$ cat config.mk
export PLATFORM = sky130hd
export DESIGN_NAME = gmii_frame_read
export DESIGN_NICKNAME = d
export VERILOG_FILES = /design/src/rtl/gmii_frame_read.sv
export SDC_FILE = /design/constraint.sdc
export NUM_CORES = 1
export LEC_CHECK = 0
export ABC_AREA = 1
export ABC_CLOCK_PERIOD_IN_PS = 6200
export CORE_MARGIN = 3
export CORE_UTILIZATION = 57
export DETAILED_ROUTE_END_ITERATION = 16
export HOLD_SLACK_MARGIN = 0.03
export PLACE_DENSITY = 0.87
export SYNTH_ARGS = -nofsm -noshare
export SYNTH_HDL_FRONTEND = slang
export SYNTH_SLANG_ARGS = --single-unit
export TNS_END_PERCENT = 5
$ cat constraint.sdc
create_clock -name clk_gmii_rx -period 6.2 [get_ports clk_gmii_rx]
set_input_delay 1.24 -clock clk_gmii_rx [delete_from_list [all_inputs] [get_ports clk_gmii_rx]]
set_output_delay 1.24 -clock clk_gmii_rx [all_outputs]
set_load 0.02 [all_outputs]
$ cat src/rtl/gmii_frame_read.sv
// Read side of the GMII receive FIFO: rebuilds frames from the flag bit, strips
// preamble/SFD, checks length and forwards a delimited payload byte stream.
module gmii_frame_read #(
   parameter int MIN_LEN = 64,
   parameter int MAX_LEN = 1522,
   parameter int CNT_W   = 16
) (
   input  logic             clk_gmii_rx,
   input  logic             reset_n,
   input  logic [8:0]       iv_data,
   input  logic             i_data_empty,
   output logic             o_data_rd,
   input  logic             i_out_full,
   output logic [7:0]       ov_data,
   output logic             o_data_wr,
   output logic             o_head,
   output logic             o_tail,
   output logic             o_err,
   output logic [11:0]      ov_len,
   output logic [CNT_W-1:0] ov_drop_cnt,
   output logic [CNT_W-1:0] ov_stray_cnt,
   output logic [CNT_W-1:0] ov_err_cnt
);

   typedef enum logic [1:0] {IDLE, PRE, DATA, DISCARD} state_t;

   localparam logic [11:0] MIN_L   = 12'(MIN_LEN);
   localparam logic [11:0] MAX_L   = 12'(MAX_LEN);
   localparam logic [7:0]  PRE_B   = 8'h55;
   localparam logic [7:0]  SFD_B   = 8'hD5;

   state_t           state_q, state_d;
   logic             rd_vld_q;
   logic [2:0]       pre_cnt_q, pre_cnt_d;
   logic             first_q, first_d;
   logic [11:0]      len_q, len_d;
   logic [7:0]       data_q, data_d;
   logic             wr_q, wr_d;
   logic             head_q, head_d;
   logic             tail_q, tail_d;
   logic             err_q, err_d;
   logic [11:0]      len_out_q, len_out_d;
   logic [CNT_W-1:0] drop_q, drop_d;
   logic [CNT_W-1:0] stray_q, stray_d;
   logic [CNT_W-1:0] errc_q, errc_d;

   logic             flag;
   logic [7:0]       byte_v;
   logic [11:0]      len_inc;
   logic             len_bad;

   // Reads are held off while reset is asserted so no word is popped and lost.
   assign o_data_rd = reset_n && !i_data_empty && !i_out_full;

   assign flag    = iv_data[8];
   assign byte_v  = iv_data[7:0];
   assign len_inc = (len_q == 12'hFFF) ? len_q : len_q + 12'd1;
   assign len_bad = (len_inc < MIN_L) || (len_inc > MAX_L);

   // NOTE: every signal written here gets a default first, so no latch is inferred.
   always_comb begin
      state_d   = state_q;
      pre_cnt_d = pre_cnt_q;
      first_d   = first_q;
      len_d     = len_q;
      data_d    = data_q;
      wr_d      = 1'b0;
      head_d    = 1'b0;
      tail_d    = 1'b0;
      err_d     = 1'b0;
      len_out_d = len_out_q;
      drop_d    = drop_q;
      stray_d   = stray_q;
      errc_d    = errc_q;
      if (rd_vld_q) begin
         case (state_q)
            IDLE: begin
               if (flag && byte_v == PRE_B) begin
                  state_d   = PRE;
                  pre_cnt_d = 3'd1;
               end else if (flag) begin
                  stray_d = stray_q + CNT_W'(1);
               end
            end
            PRE: begin
               if (flag) begin
                  drop_d  = drop_q + CNT_W'(1);
                  state_d = IDLE;
               end else if (byte_v == PRE_B && pre_cnt_q != 3'd7) begin
                  pre_cnt_d = pre_cnt_q + 3'd1;
               end else if (byte_v == SFD_B) begin
                  state_d = DATA;
                  first_d = 1'b1;
                  len_d   = 12'd0;
               end else begin
                  state_d = DISCARD;
               end
            end
            DATA: begin
               wr_d    = 1'b1;
               data_d  = byte_v;
               head_d  = first_q;
               first_d = 1'b0;
               len_d   = len_inc;
               if (flag) begin
                  tail_d    = 1'b1;
                  len_out_d = len_inc;
                  err_d     = len_bad;
                  if (len_bad) errc_d = errc_q + CNT_W'(1);
                  state_d   = IDLE;
               end
            end
            DISCARD: begin
               if (flag) begin
                  drop_d  = drop_q + CNT_W'(1);
                  state_d = IDLE;
               end
            end
            default: state_d = IDLE;
         endcase
      end
   end

   // NOTE: sequential state uses non-blocking assignments so every flop samples
   // the pre-edge values, independent of statement order.
   always_ff @(posedge clk_gmii_rx or negedge reset_n) begin
      if (!reset_n) begin
         state_q   <= IDLE;
         rd_vld_q  <= 1'b0;
         pre_cnt_q <= 3'd0;
         first_q   <= 1'b0;
         len_q     <= 12'd0;
         data_q    <= 8'd0;
         wr_q      <= 1'b0;
         head_q    <= 1'b0;
         tail_q    <= 1'b0;
         err_q     <= 1'b0;
         len_out_q <= 12'd0;
         drop_q    <= '0;
         stray_q   <= '0;
         errc_q    <= '0;
      end else begin
         state_q   <= state_d;
         rd_vld_q  <= o_data_rd;
         pre_cnt_q <= pre_cnt_d;
         first_q   <= first_d;
         len_q     <= len_d;
         data_q    <= data_d;
         wr_q      <= wr_d;
         head_q    <= head_d;
         tail_q    <= tail_d;
         err_q     <= err_d;
         len_out_q <= len_out_d;
         drop_q    <= drop_d;
         stray_q   <= stray_d;
         errc_q    <= errc_d;
      end
   end

   assign ov_data      = data_q;
   assign o_data_wr    = wr_q;
   assign o_head       = head_q;
   assign o_tail       = tail_q;
   assign o_err        = err_q;
   assign ov_len       = len_out_q;
   assign ov_drop_cnt  = drop_q;
   assign ov_stray_cnt = stray_q;
   assign ov_err_cnt   = errc_q;

endmodule

Word level (Yosys, flattened, before mapping)
Cells that the tools add are included.
{"block": "totals", "out_inout_bits": 73, "regBits": 91, "input_bits": 13, "wordCells": 85}
{"block": "op_classes", "reduce_logical": 20, "bitwise": 1, "eq_ne": 14, "mux": 29, "n_lt_le_gt_ge": 2, "addsub": 5}
{"op": "adder 16 x 1 -> 16 bit, second input constant", "n": 3}
{"op": "2-to-1 mux 12 bit", "n": 4}
{"op": "one-hot mux 12 bit (2 select lines)", "n": 1}
{"op": "2-to-1 mux 1 bit", "n": 14}
{"op": "adder 12 x 1 -> 12 bit, second input constant", "n": 1}
{"op": "equality test 12 bit, second input constant", "n": 1}
{"op": "> comparator 12 x 11 -> 1 bit, second input constant", "n": 1}
{"op": "less-than comparator 12 x 7 -> 1 bit, second input constant", "n": 1}
{"op": "AND reduction 4 bit", "n": 3}
{"op": "inequality test 2 bit, second input constant", "n": 5}
{"op": "AND reduction 5 bit", "n": 2}
{"op": "2-to-1 mux 3 bit", "n": 3}
{"op": "equality test 8 x 7 -> 1 bit, second input constant", "n": 1}
{"op": "equality test 8 bit, second input constant", "n": 1}
{"op": "2-to-1 mux 2 bit", "n": 4}
{"op": "inequality test 3 bit, second input constant", "n": 2}
{"op": "one-hot mux 2 bit (3 select lines)", "n": 1}
{"op": "one-hot mux 3 bit (2 select lines)", "n": 1}
{"op": "AND reduction 3 bit", "n": 2}
{"op": "equality test 2 bit, second input constant", "n": 2}
{"op": "logical AND 1 bit", "n": 4}
{"op": "nonzero test 2 bit", "n": 2}
{"op": "OR reduction 2 bit", "n": 2}
{"op": "adder 3 x 1 -> 3 bit, second input constant", "n": 1}
{"op": "other kinds (8)", "n": 9}

Depth between registers and ports, before layout
{"block": "depth", "depth_word": 7, "mapped_depth": 17, "mapped_depth_nobuf": 16}

Worst setup path before layout
Ideal clock, no wire load.
{"block": "synth_timing", "kind": "in2out", "start": "input i_data_empty", "end": "output o_data_rd", "path_stages": 1, "arrival_time_ns": 1.808, "n_path_buf": 0, "setup_slack_ns": 3.152, "required_time_ns": 4.960, "cell_sequence": "nor3b_1"}
{"block": "synth_via", "elab_chain_cells": 3}
{"item": "start, declared", "line": "11", "text": "input logic i_data_empty,"}
{"item": "logical NOT 1 bit", "line": "53", "text": "assign o_data_rd = reset_n && !i_data_empty && !i_out_full;"}
{"item": "logical AND 1 bit (2 in series)", "line": "53"}
{"item": "end, declared", "line": "12", "text": "output logic o_data_rd,"}
No other way between the ends.

Worst setup path after layout
Ends and elaborated chain as after synthesis.

==> impl_metrics.tcl <==
set metrics [dict create \
    reg2reg_slack_ns 3.69 \
    start_util_pct 59.15 \
    grt-ovfl-total 0 \
    skew_ns 0.009349 \
    yosysTopAreaCell "dfrtp_1" \
    hold_path_end "ov_len[11]" \
    dr.max_layer_used "met4" \
    fillers 583 \
    finalHoldViolCount 0 \
    drcViolationCount 0 \
    dr.pass1.iters 5 \
    hp-start "ov_len[11]" \
    yosys-top-cells-area "dfrtp_1 (49%), nand2_1 (11%), xor2_1 (5.1%), nand3_1 (4.3%), inv_1 (4.1%)" \
    clkTransAtPathRegs_ns 0.08 \
    final_common_cell "nand2_1" \
    regArea_um2 2277 \
    p_sw_uw 785.9 \
    final.min_clock_period_ns 3.767 \
    cts_made_buffers 9 \
    num_vias 3877 \
    pwr-share-seq_pct 41.8 \
    swShare_pct 39.21 \
    clk_latency_ns 0.35 \
    holdPathStages 2 \
    slew_headroom_pct 42.90 \
    slew_violations 0 \
    timing.rr.start "state_q[1]" \
    cts_root_buf "clkbuf_8" \
    post_cts_resized 0 \
    p_int_mw 1.218 \
    drive_gt1_share_pct 10.08 \
    via_per_inst 5.333 \
    synth_cell_types 36 \
    num_rows 32 \
    wl_met2_um 4940 \
    grt_max_degree 65 \
    tightest_slew_ns 0.8533 \
    critPathRequiredTime_ns 4.96 \
    postSynthCellCount 532 \
    clock_path_buffers 2 \
    synth_top_area_share_pct 49.31 \
    r2r_end "len_q[4]" \
    final_cell_mix "nand2_1 (141), dfrtp_1 (91), clkdlybuf4s50_1 (84)" \
    criticalPathCategory "in -> out" \
    syn-num-nets 551 \
    worstPathArrival_ns 2.53 \
    cts_tree "built" \
    ys_seq_area_share_pct 49.31 \
    multi_input_area_um2 2077 \
    yosysWarningCount 0 \
    nets 639 \
    wl_per_cell_um 13.77 \
    cts_sinks 91 \
    dp_slack_ns 2.440 \
    die_y_um 96.01 \
    timing.fmax_mhz 265.4 \
    core_um2 7807 \
    cap_violations 0 \
    synth-seq-cells 91 \
    worst_r2r_path_depth 6 \
    synth_area_um2 4618 \
    ios 86 \
    setup_ws_ns 2.433 \
    tns_ns 0 \
    antenna_found_initial 0 \
    outcome "finished clean" \
    diodes 0 \
    grtUsageTotal_pct 23.49 \
    final_area_um2 5732 \
    gp_congestion 0.8869 \
    numPortBuffers 85 \
    wl_met3_um 557 \
    wl_met1_um 4327 \
    dpl.hpwl_um 7259 \
    antenna_left 0 \
    combPwrFrac_pct 38.1 \
    die_w_um 96.01 \
    avgSynthCellArea_um2 8.681 \
    cts_setup_buffers 0 \
    pwr-share-clk_pct 20.0 \
    grt_pass1_vias 3876 \
    utilization_pct 73.41 \
    p_leak_nw 2.799 \
    cp-start-kind "input pin" \
    irDropWorstVdd_uv 246.8 \
    drt_first_iter_violations 207 \
    syn2layout_area_growth_pct 24.11 \
    postCtsHoldBufs 0 \
    htreeDepth 3 \
    worstSetupEndpointType "primary output" \
    worstPathMaxFanout 2 \
    grt_pass1_wl_um 17150 \
    placed_cell_area_um2 5537 \
    routed_wirelength_um 10010 \
    die_area_um2 9218 \
    period_share_pct 60.77 \
    holdCritPathClass "reg -> reg" \
    setup_viol 0 \
    rsz0062_at_grt "no" \
    p_per_area_nw_per_um2 349.7 \
]
-- metal layers --
metal / vias up / GRT usage [%]
li1: 1871 / -
met5: - / 0
met2: 130 / 38.59
met1: 1853 / 30.72
met3: 23 / 4.378
met4: 0 / 9.242
-- worst max-delay path: stages --
cell             delay (ns)
clkdlybuf4s50_1        0.40
nor3b_1                0.24
clkdlybuf4s50_1        0.65
-- cell usage after synthesis --
library cell	count
nand3_4	1
buf_6	1
nand2_8	1
nand4_4	1
buf_12	1
ha_1	6
o21ai_0	24
nor3b_1	1
nor3_2	2
clkinv_1	1
inv_2	2
xor2_1	27
nand3_2	4
a21boi_0	1
a31oi_1	1
nand4_1	10
nand3b_1	1
nand2_1	141
nor3_1	12
o22ai_1	7
nor2_4	4
dfrtp_1	91
buf_4	2
nand2_4	1
a21oi_1	3
nand2_2	21
mux2i_1	1
o21ai_2	4
clkbuf_1	5
nand3_1	40
nor2_1	39
nor4_1	2
or2_2	2
inv_1	50
nor2_2	4
xnor2_1	18
-- per-stage QoR --
step           hold WS [ns]  total power [mW]  cells
3_5_place_dp         0.4670             1.602    711
5_1_grt              0.5157             2.133    727
6_report             0.4853             2.004    727
2_1_floorplan        0.4570             1.313    532
3_3_place_gp         0.4604             1.563    711
4_1_cts              0.4891             2.011    727
-- power groups by stage --
stage                     combinational, mW  sequential (mW)  clock [mW]
after global placement                0.725            0.838           0
final                                 0.765            0.838       0.401
after floorplan                       0.393            0.920           0
after global routing                  0.845            0.856       0.431
after CTS                             0.764            0.836       0.411
after detailed placement              0.758            0.844           0
-- layout make-up --
type,count,area share [%]
sequential,91,39.73
clock buffer,12,2.532
inverter,53,3.471
tap,102,2.227
multi-input combinational,379,36.24
clock inverter,4,0.8732
timing repair buffer,86,14.93
-- logic make-up (layout without fill, tap and decap cells) --
| group | Yosys count | count (layout) | share of synthesized area, % |
|---|---|---|---|
| simple gates | 287 | 287 | 29.67 |
| flops | 91 | 91 | 49.31 |
| buf+inv | 62 | 155 | 5.717 |
| xor+xnor | 45 | 45 | 8.534 |
| compound gates | 40 | 40 | 4.931 |
| fa+ha+maj | 6 | 6 | 1.626 |
| mux | 1 | 1 | 0.2168 |
-- state kept, by name, indices dropped and copies added (netlist names) --
register,count
o_err,1
len_q,12
ov_drop_cnt,16
ov_err_cnt,16
ov_data,8
ov_len,12
pre_cnt_q,3
o_head,1
o_data_wr,1
rd_vld_q,1
first_q,1
ov_stray_cnt,16
o_tail,1
state_q,2
-- worst max path at each step --
stage | from | endpoint | cells after the start
after floorplan | i_data_empty | o_data_rd | 1
after global placement | i_data_empty | o_data_rd | 3
after detailed placement | i_data_empty | o_data_rd | 3
after CTS | i_data_empty | o_data_rd | 3
after global routing | reset_n | o_data_rd | 3
final | i_data_empty | o_data_rd | 3
Note: power is estimated with default switching activity, not from simulation.
